File: config.mk
export PLATFORM = sky130hd
export DESIGN_NAME = data_mem_bridge
export DESIGN_NICKNAME = d
export VERILOG_FILES = /design/src/rtl/data_mem_bridge.sv
export SDC_FILE = /design/constraint.sdc
export NUM_CORES = 1
export LEC_CHECK = 0
export BUFFER_PORTS_ARGS = -buffer_cell sky130_fd_sc_hd__buf_2
export CAP_MARGIN = 20
export CORE_AREA = 4 4 118 120
export CTS_CLUSTER_SIZE = 8
export DETAILED_ROUTE_END_ITERATION = 6
export DIE_AREA = 0 0 122 124
export PLACE_DENSITY = 0.68
export SETUP_SLACK_MARGIN = 0.1
export SLEW_MARGIN = 20
export SYNTH_ARGS = -nofsm -noshare
export SYNTH_HDL_FRONTEND = slang
export SYNTH_SLANG_ARGS = --single-unit
File: constraint.sdc
create_clock -name clk -period 4.6 [get_ports clk]
set_clock_uncertainty 0.1 [all_clocks]
set_input_delay 0 -clock clk [delete_from_list [all_inputs] [get_ports clk]]
set_output_delay 0 -clock clk [all_outputs]
set_load 0.02 [all_outputs]
File: src/rtl/data_mem_bridge.sv
// Purpose: adapts the core's single-cycle data-memory load/store to a valid/ready bus with a read-response channel.
// Latency: min 3 cycles per store (IDLE, REQ, DONE); loads add at least one WAIT_R cycle; bounded by TIMEOUT_CYCLES.
// Backpressure: holds o_bus_valid and its fields stable until i_bus_ready; o_stall holds the core until DONE.
//
// Ports:
//   clk, rst                         clock, synchronous active-high reset
//   i_addr, i_write_data             core byte address and LSB-justified store data
//   i_read_en, i_write_en            core load/store request (write wins if both)
//   i_data_mask                      00 byte, 01 half, 10/11 word
//   o_read_data                      aligned, zero-extended load result (valid in DONE only)
//   o_stall                          hold the core pipeline
//   o_misaligned, o_bus_err          one-cycle pulses in DONE: dropped access / timed-out access
//   o_bus_valid, i_bus_ready         request handshake
//   o_bus_addr, o_bus_we             word address and direction
//   o_bus_wstrb, o_bus_wdata         byte-lane strobes and lane-replicated store data
//   i_bus_rvalid, i_bus_rdata        read response
module data_mem_bridge #(
  parameter int unsigned TIMEOUT_CYCLES = 255,
  parameter logic [31:0] ERR_RDATA      = 32'hDEAD_BEEF
) (
  input  logic        clk,
  input  logic        rst,
  input  logic [31:0] i_addr,
  input  logic [31:0] i_write_data,
  input  logic        i_read_en,
  input  logic        i_write_en,
  input  logic [1:0]  i_data_mask,
  output logic [31:0] o_read_data,
  output logic        o_stall,
  output logic        o_misaligned,
  output logic        o_bus_err,
  output logic        o_bus_valid,
  input  logic        i_bus_ready,
  output logic [31:0] o_bus_addr,
  output logic        o_bus_we,
  output logic [3:0]  o_bus_wstrb,
  output logic [31:0] o_bus_wdata,
  input  logic        i_bus_rvalid,
  input  logic [31:0] i_bus_rdata
);

  localparam int CNT_W = (TIMEOUT_CYCLES > 255) ? $clog2(TIMEOUT_CYCLES + 1) : 8;

  typedef enum logic [1:0] {S_IDLE, S_REQ, S_WAIT_R, S_DONE} state_t;

  state_t             r_state;
  logic [1:0]         r_lane;
  logic [1:0]         r_mask;
  logic [CNT_W-1:0]   r_cnt;
  logic               r_bus_valid;
  logic               r_bus_we;
  logic [31:0]        r_bus_addr;
  logic [3:0]         r_bus_wstrb;
  logic [31:0]        r_bus_wdata;
  logic [31:0]        r_read_data;
  logic               r_misaligned;
  logic               r_bus_err;

  logic               w_req;
  logic               w_misaligned;
  logic [3:0]         w_wstrb;
  logic [31:0]        w_wdata;
  logic [31:0]        w_byte_shift;
  logic [31:0]        w_half_shift;
  logic [31:0]        w_rdata_aligned;
  logic [CNT_W-1:0]   w_cnt_inc;
  logic               w_timeout;

  assign w_req = i_read_en | i_write_en;

  // Mask 11 is handled as a word everywhere, so only bit 1 decides "word".
  assign w_misaligned = ((i_data_mask == 2'b01) && i_addr[0]) ||
                        (i_data_mask[1] && (i_addr[1:0] != 2'b00));

  always_comb begin
    w_wstrb = 4'b1111;
    w_wdata = i_write_data;
    case (i_data_mask)
      2'b00: begin
        w_wstrb = 4'b0001 << i_addr[1:0];
        w_wdata = {4{i_write_data[7:0]}};
      end
      2'b01: begin
        w_wstrb = i_addr[1] ? 4'b1100 : 4'b0011;
        w_wdata = {2{i_write_data[15:0]}};
      end
      default: ;
    endcase
  end

  assign w_byte_shift = i_bus_rdata >> {r_lane, 3'b000};
  assign w_half_shift = i_bus_rdata >> {r_lane[1], 4'b0000};

  always_comb begin
    w_rdata_aligned = i_bus_rdata;
    case (r_mask)
      2'b00:   w_rdata_aligned = {24'h0, w_byte_shift[7:0]};
      2'b01:   w_rdata_aligned = {16'h0, w_half_shift[15:0]};
      default: ;
    endcase
  end

  // The counter holds the number of completed cycles in the current phase; the
  // phase aborts in the cycle that would bring it to TIMEOUT_CYCLES.
  assign w_cnt_inc = r_cnt + CNT_W'(1);
  assign w_timeout = (TIMEOUT_CYCLES != 0) && (w_cnt_inc == CNT_W'(TIMEOUT_CYCLES));

  always_ff @(posedge clk) begin
    if (rst) begin
      r_state      <= S_IDLE;
      r_lane       <= 2'b00;
      r_mask       <= 2'b00;
      r_cnt        <= '0;
      r_bus_valid  <= 1'b0;
      r_bus_we     <= 1'b0;
      r_bus_addr   <= 32'h0;
      r_bus_wstrb  <= 4'h0;
      r_bus_wdata  <= 32'h0;
      r_read_data  <= 32'h0;
      r_misaligned <= 1'b0;
      r_bus_err    <= 1'b0;
    end else begin
      // Pulses and read data live for the DONE cycle only.
      r_misaligned <= 1'b0;
      r_bus_err    <= 1'b0;
      r_read_data  <= 32'h0;
      case (r_state)
        S_IDLE: begin
          if (w_req) begin
            r_lane      <= i_addr[1:0];
            r_mask      <= i_data_mask;
            r_bus_we    <= i_write_en;
            r_bus_addr  <= {i_addr[31:2], 2'b00};
            r_bus_wstrb <= i_write_en ? w_wstrb : 4'h0;
            r_bus_wdata <= i_write_en ? w_wdata : 32'h0;
            r_cnt       <= '0;
            if (w_misaligned) begin
              r_misaligned <= 1'b1;
              r_state      <= S_DONE;
            end else begin
              r_bus_valid <= 1'b1;
              r_state     <= S_REQ;
            end
          end
        end
        S_REQ: begin
          // A handshake in the last allowed cycle still wins over the timeout.
          if (i_bus_ready) begin
            r_bus_valid <= 1'b0;
            r_cnt       <= '0;
            r_state     <= r_bus_we ? S_DONE : S_WAIT_R;
          end else if (w_timeout) begin
            r_bus_valid <= 1'b0;
            r_bus_err   <= 1'b1;
            r_read_data <= ERR_RDATA;
            r_state     <= S_DONE;
          end else begin
            r_cnt <= w_cnt_inc;
          end
        end
        S_WAIT_R: begin
          if (i_bus_rvalid) begin
            r_read_data <= w_rdata_aligned;
            r_state     <= S_DONE;
          end else if (w_timeout) begin
            r_bus_err   <= 1'b1;
            r_read_data <= ERR_RDATA;
            r_state     <= S_DONE;
          end else begin
            r_cnt <= w_cnt_inc;
          end
        end
        S_DONE:  r_state <= S_IDLE;
        default: r_state <= S_IDLE;
      endcase
    end
  end

  // In IDLE the stall must rise in the same cycle the core presents a request.
  assign o_stall      = (r_state == S_IDLE) ? w_req : (r_state != S_DONE);
  assign o_read_data  = r_read_data;
  assign o_misaligned = r_misaligned;
  assign o_bus_err    = r_bus_err;
  assign o_bus_valid  = r_bus_valid;
  assign o_bus_addr   = r_bus_addr;
  assign o_bus_we     = r_bus_we;
  assign o_bus_wstrb  = r_bus_wstrb;
  assign o_bus_wdata  = r_bus_wdata;

endmodule

# == Word level (Yosys, flattened, before mapping) ==
# Index checks and enable logic that the tools add are counted.
# word_totals
word_cells,76
register_bits,116
in_bits,104
# op_classes
shifts,3
mux,33
n_reduce_logical,13
eq_ne,11
bitwise,3
add_sub_neg,1
# op_table
op,count
32-bit one-hot mux with 2 select lines,3
32-bit 2-to-1 mux,4
8-bit 2-to-1 mux,4
32-bit by 5-bit >> shifter with 16-bit output,1
32-bit by 5-bit >> shifter with 8-bit output,1
8-bit one-hot mux with 3 select lines,1
1-bit 2-to-1 mux,10
2-bit 2-to-1 mux,5
"8-bit by 1-bit adder with 8-bit output, second input constant",1
"8-bit equality test, second input constant",1
4-bit 2-to-1 mux,2
"2-bit inequality test, second input constant",4
2-bit one-hot mux with 4 select lines,1
4-bit one-hot mux with 2 select lines,1
"2-bit by 1-bit equality test with 1-bit output, second input constant",3
2-bit zero test,3
"2-bit equality test, second input constant",2
1-bit one-hot mux with 2 select lines,2
4-bit AND reduction,1
2-bit nonzero test,2
"1-bit by 2-bit left shift with 4-bit output, first input constant",1
"3-bit inequality test, second input constant",1
3-bit AND reduction,1
3-bit nonzero test,1
other kinds (6),8

# == Logic depth before layout (Yosys ltp) ==
# logic_depth
depth_word,6
mapped_depth,7
ltp_nobuf,6

# == Worst setup path before layout ==
# OpenSTA, ideal clock, no wires.
# synth_timing
kind,reg2reg
startpoint,register r_state[0]
endpoint,register r_cnt[6]
t_required_ns,4.430
arrival_ns,1.745
path_slack_ns,2.685
path_stages_with_launch,8
period_less_slack_ns,1.915
path_buffers,1
path_cell_list,dfxtp_1 > inv_1 > ha_1 > buf_6 > a21oi_4 > nand2_4 > or4_1 > a21oi_1
# synth_between
elab_chain_cells,3
elab_cells_between_ends,8
cone_classes,eq/ne (4); mux (1); reduce/logical (3)
# synth_rtl
element,line,text
start: declaration,46,state_t r_state;
start signal: assignment,151,r_state <= r_bus_we ? S_DONE : S_WAIT_R;
"2-bit equality test, or another cell as far along",127,case (r_state)
2-bit inequality test (no source line) or 3-bit nonzero test (tied branches),n/a,
3-bit AND reduction (no source line),n/a,
end signal: assignment,158,r_cnt <= w_cnt_inc;
end signal: assignment,170,r_cnt <= w_cnt_inc;
end: declaration,49,logic [CNT_W-1:0] r_cnt;
# Parallel ways exist; a longest one is shown, timed or not.
# A chain may end at the register's enable or synchronous reset.

# == Worst setup path in the final report ==
# layout_timing
startpoint,register r_lane[1]
endpoint,register r_read_data[14] (netlist: o_read_data[14])
# layout_between
elab_chain_cells,4
# layout_rtl
element,line,text
start: declaration,47,logic [1:0] r_lane;
start signal: assignment,130,r_lane <= i_addr[1:0];
32-bit by 5-bit >> shifter with 16-bit output,92,"assign w_half_shift = i_bus_rdata >> {r_lane[1], 4'b0000};"
32-bit one-hot mux with 2 select lines,96,case (r_mask)
32-bit 2-to-1 mux,162,if (i_bus_rvalid) begin
32-bit one-hot mux with 2 select lines,127,
end signal: assignment,163,r_read_data <= w_rdata_aligned;
end: declaration,55,logic [31:0] r_read_data;
# Every way passes these cells.

==> results_dict.tcl <==
set metrics [dict create \
    outcome "complete, no violations" \
    cts_tree "yes" \
    setup_tns_ns 0 \
    synth_seq_cells 116 \
    clk_path_buf_depth 2 \
    area_growth_pct 57.0 \
    pin_count 209 \
    tightest_slew_ns 0.836 \
    yosys.cell_types.count 55 \
    vias 5760 \
    maxSlewHeadroom_pct 44.3 \
    async_flop_share_pct 0 \
    synth-seq-area-share_pct 44.8 \
    cts_made_buffers 17 \
    first_pass_iters 5 \
    path_max_fanout 22 \
    diodes 0 \
    critPathKind "flip-flop to flip-flop" \
    wl_per_cell_um 16.1 \
    yosysTopAreaCell "dfxtp_1" \
    clockPowerShare_pct 32.3 \
    p_seq_share_pct 32.4 \
    numClockSinks 116 \
    die-area_um2 15100 \
    portBuffers 206 \
    start_util_pct 40.0 \
    overflow 0 \
    route.top_layer_used "met4" \
    period_needed_ns 3.23 \
    p_sw_w 0.00144 \
    power.leakage_nw 3.68 \
    dp_hpwl_um 10900 \
    routed-wl-met3_um 1600 \
    setup_viol 0 \
    drive_gt1_share_pct 28.3 \
    cp_data_required_time_ns 4.86 \
    synth_cells 616 \
    routed_via_density 5.15 \
    rsz0062_at_grt "no" \
    ir_drop_uv 415 \
    coreArea_um2 13000 \
    antenna_found_initial 0 \
    rows 42 \
    p_int_w 0.00249 \
    ys_top_cells_by_area "dfxtp_1 (45%), a21oi_1 (8.1%), nand2_1 (7.7%)" \
    crit_path_end_kind "flip-flop" \
    path_clk_slew_ns 0.05 \
    synth_edf_count 0 \
    switching_share_pct 36.6 \
    die_width_um 122 \
    clk-insertion-delay-late_ns 0.41 \
    stdcell_area_um2 8140 \
    grt_pass1_wl_um 28200 \
    synth_area_per_cell_um2 8.42 \
    drv_slew 0 \
    power.density_nw_per_um2 483 \
    synth_top_area_share_pct 44.8 \
    place_area_um2 6250 \
    wl_met1_um 7480 \
    nets 1041 \
    synth_ff_type "dfxtp_1" \
    first_global_vias 5767 \
    drt_wl_total_um 18000 \
    drt_iter0_drc 381 \
    max_freq_mhz 309 \
    grt_usage_pct 23.5 \
    gp_congestion 0.887 \
    ys.warnings.count 0 \
    cp-start-kind "flip-flop" \
    cap_violations 0 \
    htreeDepth 4 \
    met2_length_um 8290 \
    cts-root-buf "clkbuf_16" \
    synthesis.area_um2 5190 \
    drcViolationCount 0 \
    cp.arrival_ns 3.49 \
    hold_class "input pin to flip-flop" \
    fin_crit_sh_pct 70.3 \
    die_h_um 124 \
    grt_start_max_net_pins 80 \
    antenna_left 0 \
    r2r_slack_ns 1.37 \
    p_comb_share_pct 35.2 \
    hold_viol 0 \
]
## per-layer routing
layer / GRT usage, % / vias up
met4: 11.3 / 0
met2: 38.6 / 280
met1: 27.7 / 2631
li1: - / 2795
met5: 0 / -
met3: 7.77 / 54
## worst max-delay path, cell delays in order, from the launching register on
cell and delay (ns):
dfxtp_1 0.80, nor2b_1 0.75, a22o_1 0.24, a22oi_1 0.07
dlygate4sd3_1 0.59, nor2_1 0.08, dlygate4sd3_1 0.55
## registers in the layout, indices dropped and copies added (netlist names)
name,cells
o_bus_wdata,32
o_read_data,32
o_bus_addr,30
r_cnt,8
o_bus_wstrb,4
r_lane,2
r_mask,2
r_state,2
o_bus_err,1
o_bus_valid,1
o_bus_we,1
o_misaligned,1
## cell type report
type	count	area (µm²)
multi-input cells	442	2610
inverters	11	41.3
repair buffers	341	2370
flip-flops and latches	116	2320
fillers	1092	4840
clock inverters	8	73.8
well taps	176	220
clock buffers	24	502
## cells by family after synthesis
logic type	count (synthesis)	synth area share, %
xor gates and xnor gates	4	0.965
muxes	30	6.18
adders and majority gates	8	1.93
buffers and inverters	59	5.21
and+or+nand+nor	207	18.8
AOI/OAI and AO/OA	191	22.1
other	1	0.0723
DFF	116	44.8
## power by group through the flow
| stage | clock network (W) | logic, W | registers, W |
|---|---|---|---|
| floorplan | 0 | 0.000743 | 0.00142 |
| global placement | 0 | 0.00123 | 0.00129 |
| detailed placement | 0 | 0.00124 | 0.00129 |
| CTS | 0.00129 | 0.00137 | 0.00127 |
| global route | 0.00134 | 0.00152 | 0.00130 |
| finish | 0.00127 | 0.00139 | 0.00128 |
## synthesized netlist by cell type, drive strengths merged (5+ instances only)
cell / number
nor2b: 9
buf: 25
a221oi: 7
a22oi: 21
a22o: 6
mux2i: 14
clkbuf: 23
nand2: 107
nor2: 29
inv: 10
ha: 8
o21ai: 48
and3: 8
a211o: 5
dfxtp: 116
nand3: 26
a21oi: 86
mux2: 16
## stage by stage
stage / instances / total power [W] / hold WS, ns / setup WS (ns) / util (%)
6_report: 1118 / 0.00393 / 0.116 / 1.37 / 62.7
5_1_grt: 1118 / 0.00416 / 0.178 / 1.19 / 62.7
4_1_cts: 1118 / 0.00393 / 0.0990 / 1.45 / 62.7
3_5_place_dp: 955 / 0.00253 / 0.148 / 2.13 / 48.2
3_3_place_gp: 955 / 0.00252 / 0.142 / 2.15 / 48.2
2_1_floorplan: 617 / 0.00217 / 0.0240 / 2.68 / -
## timing repair
action                    4_1_cts  5_1_grt
hold buffers                  131        0
buffers inserted                0        0
hold endpoints to repair      106        0
gates resized for setup         0        0
## worst paths after layout
| kind | to | cells past startpoint | from |
|---|---|---|---|
| worst max-delay path | o_read_data[14] | 6 | r_lane[1] |
| worst min-delay path | o_read_data[7] | 4 | rst |
| worst max register to register | o_read_data[14] | 6 | r_lane[1] |
| worst min register to register | o_bus_wdata[22] | 2 | o_bus_wdata[22] |
## placed cells by master, fill, tap and decap left out, drive strengths merged, types with 2 or more instances in the layout
cell,Yosys,layout
ha,8,8
conb,1,2
nand3b,4,4
inv,10,10
nand2b,4,4
nor2,29,29
clkbuf,23,24
or3,2,2
a221oi,7,7
nand4b,2,2
buf,25,210
and3,8,8
xnor2,2,2
mux2i,14,14
and2,3,3
o211ai,2,2
a22o,6,6
nor3,4,4
a21o,4,4
dfxtp,116,116
nand3,26,26
nand2,107,107
o21ai,48,48
xor2,2,2
nor2b,9,9
o21a,2,2
clkinvlp,0,2
a31oi,3,3
a22oi,21,21
a211o,5,5
mux2,16,16
clkinv,1,6
dlygate4sd3,0,131
a21oi,86,86
nand4,4,4
Note: power is estimated with default switching activity, not from simulation.
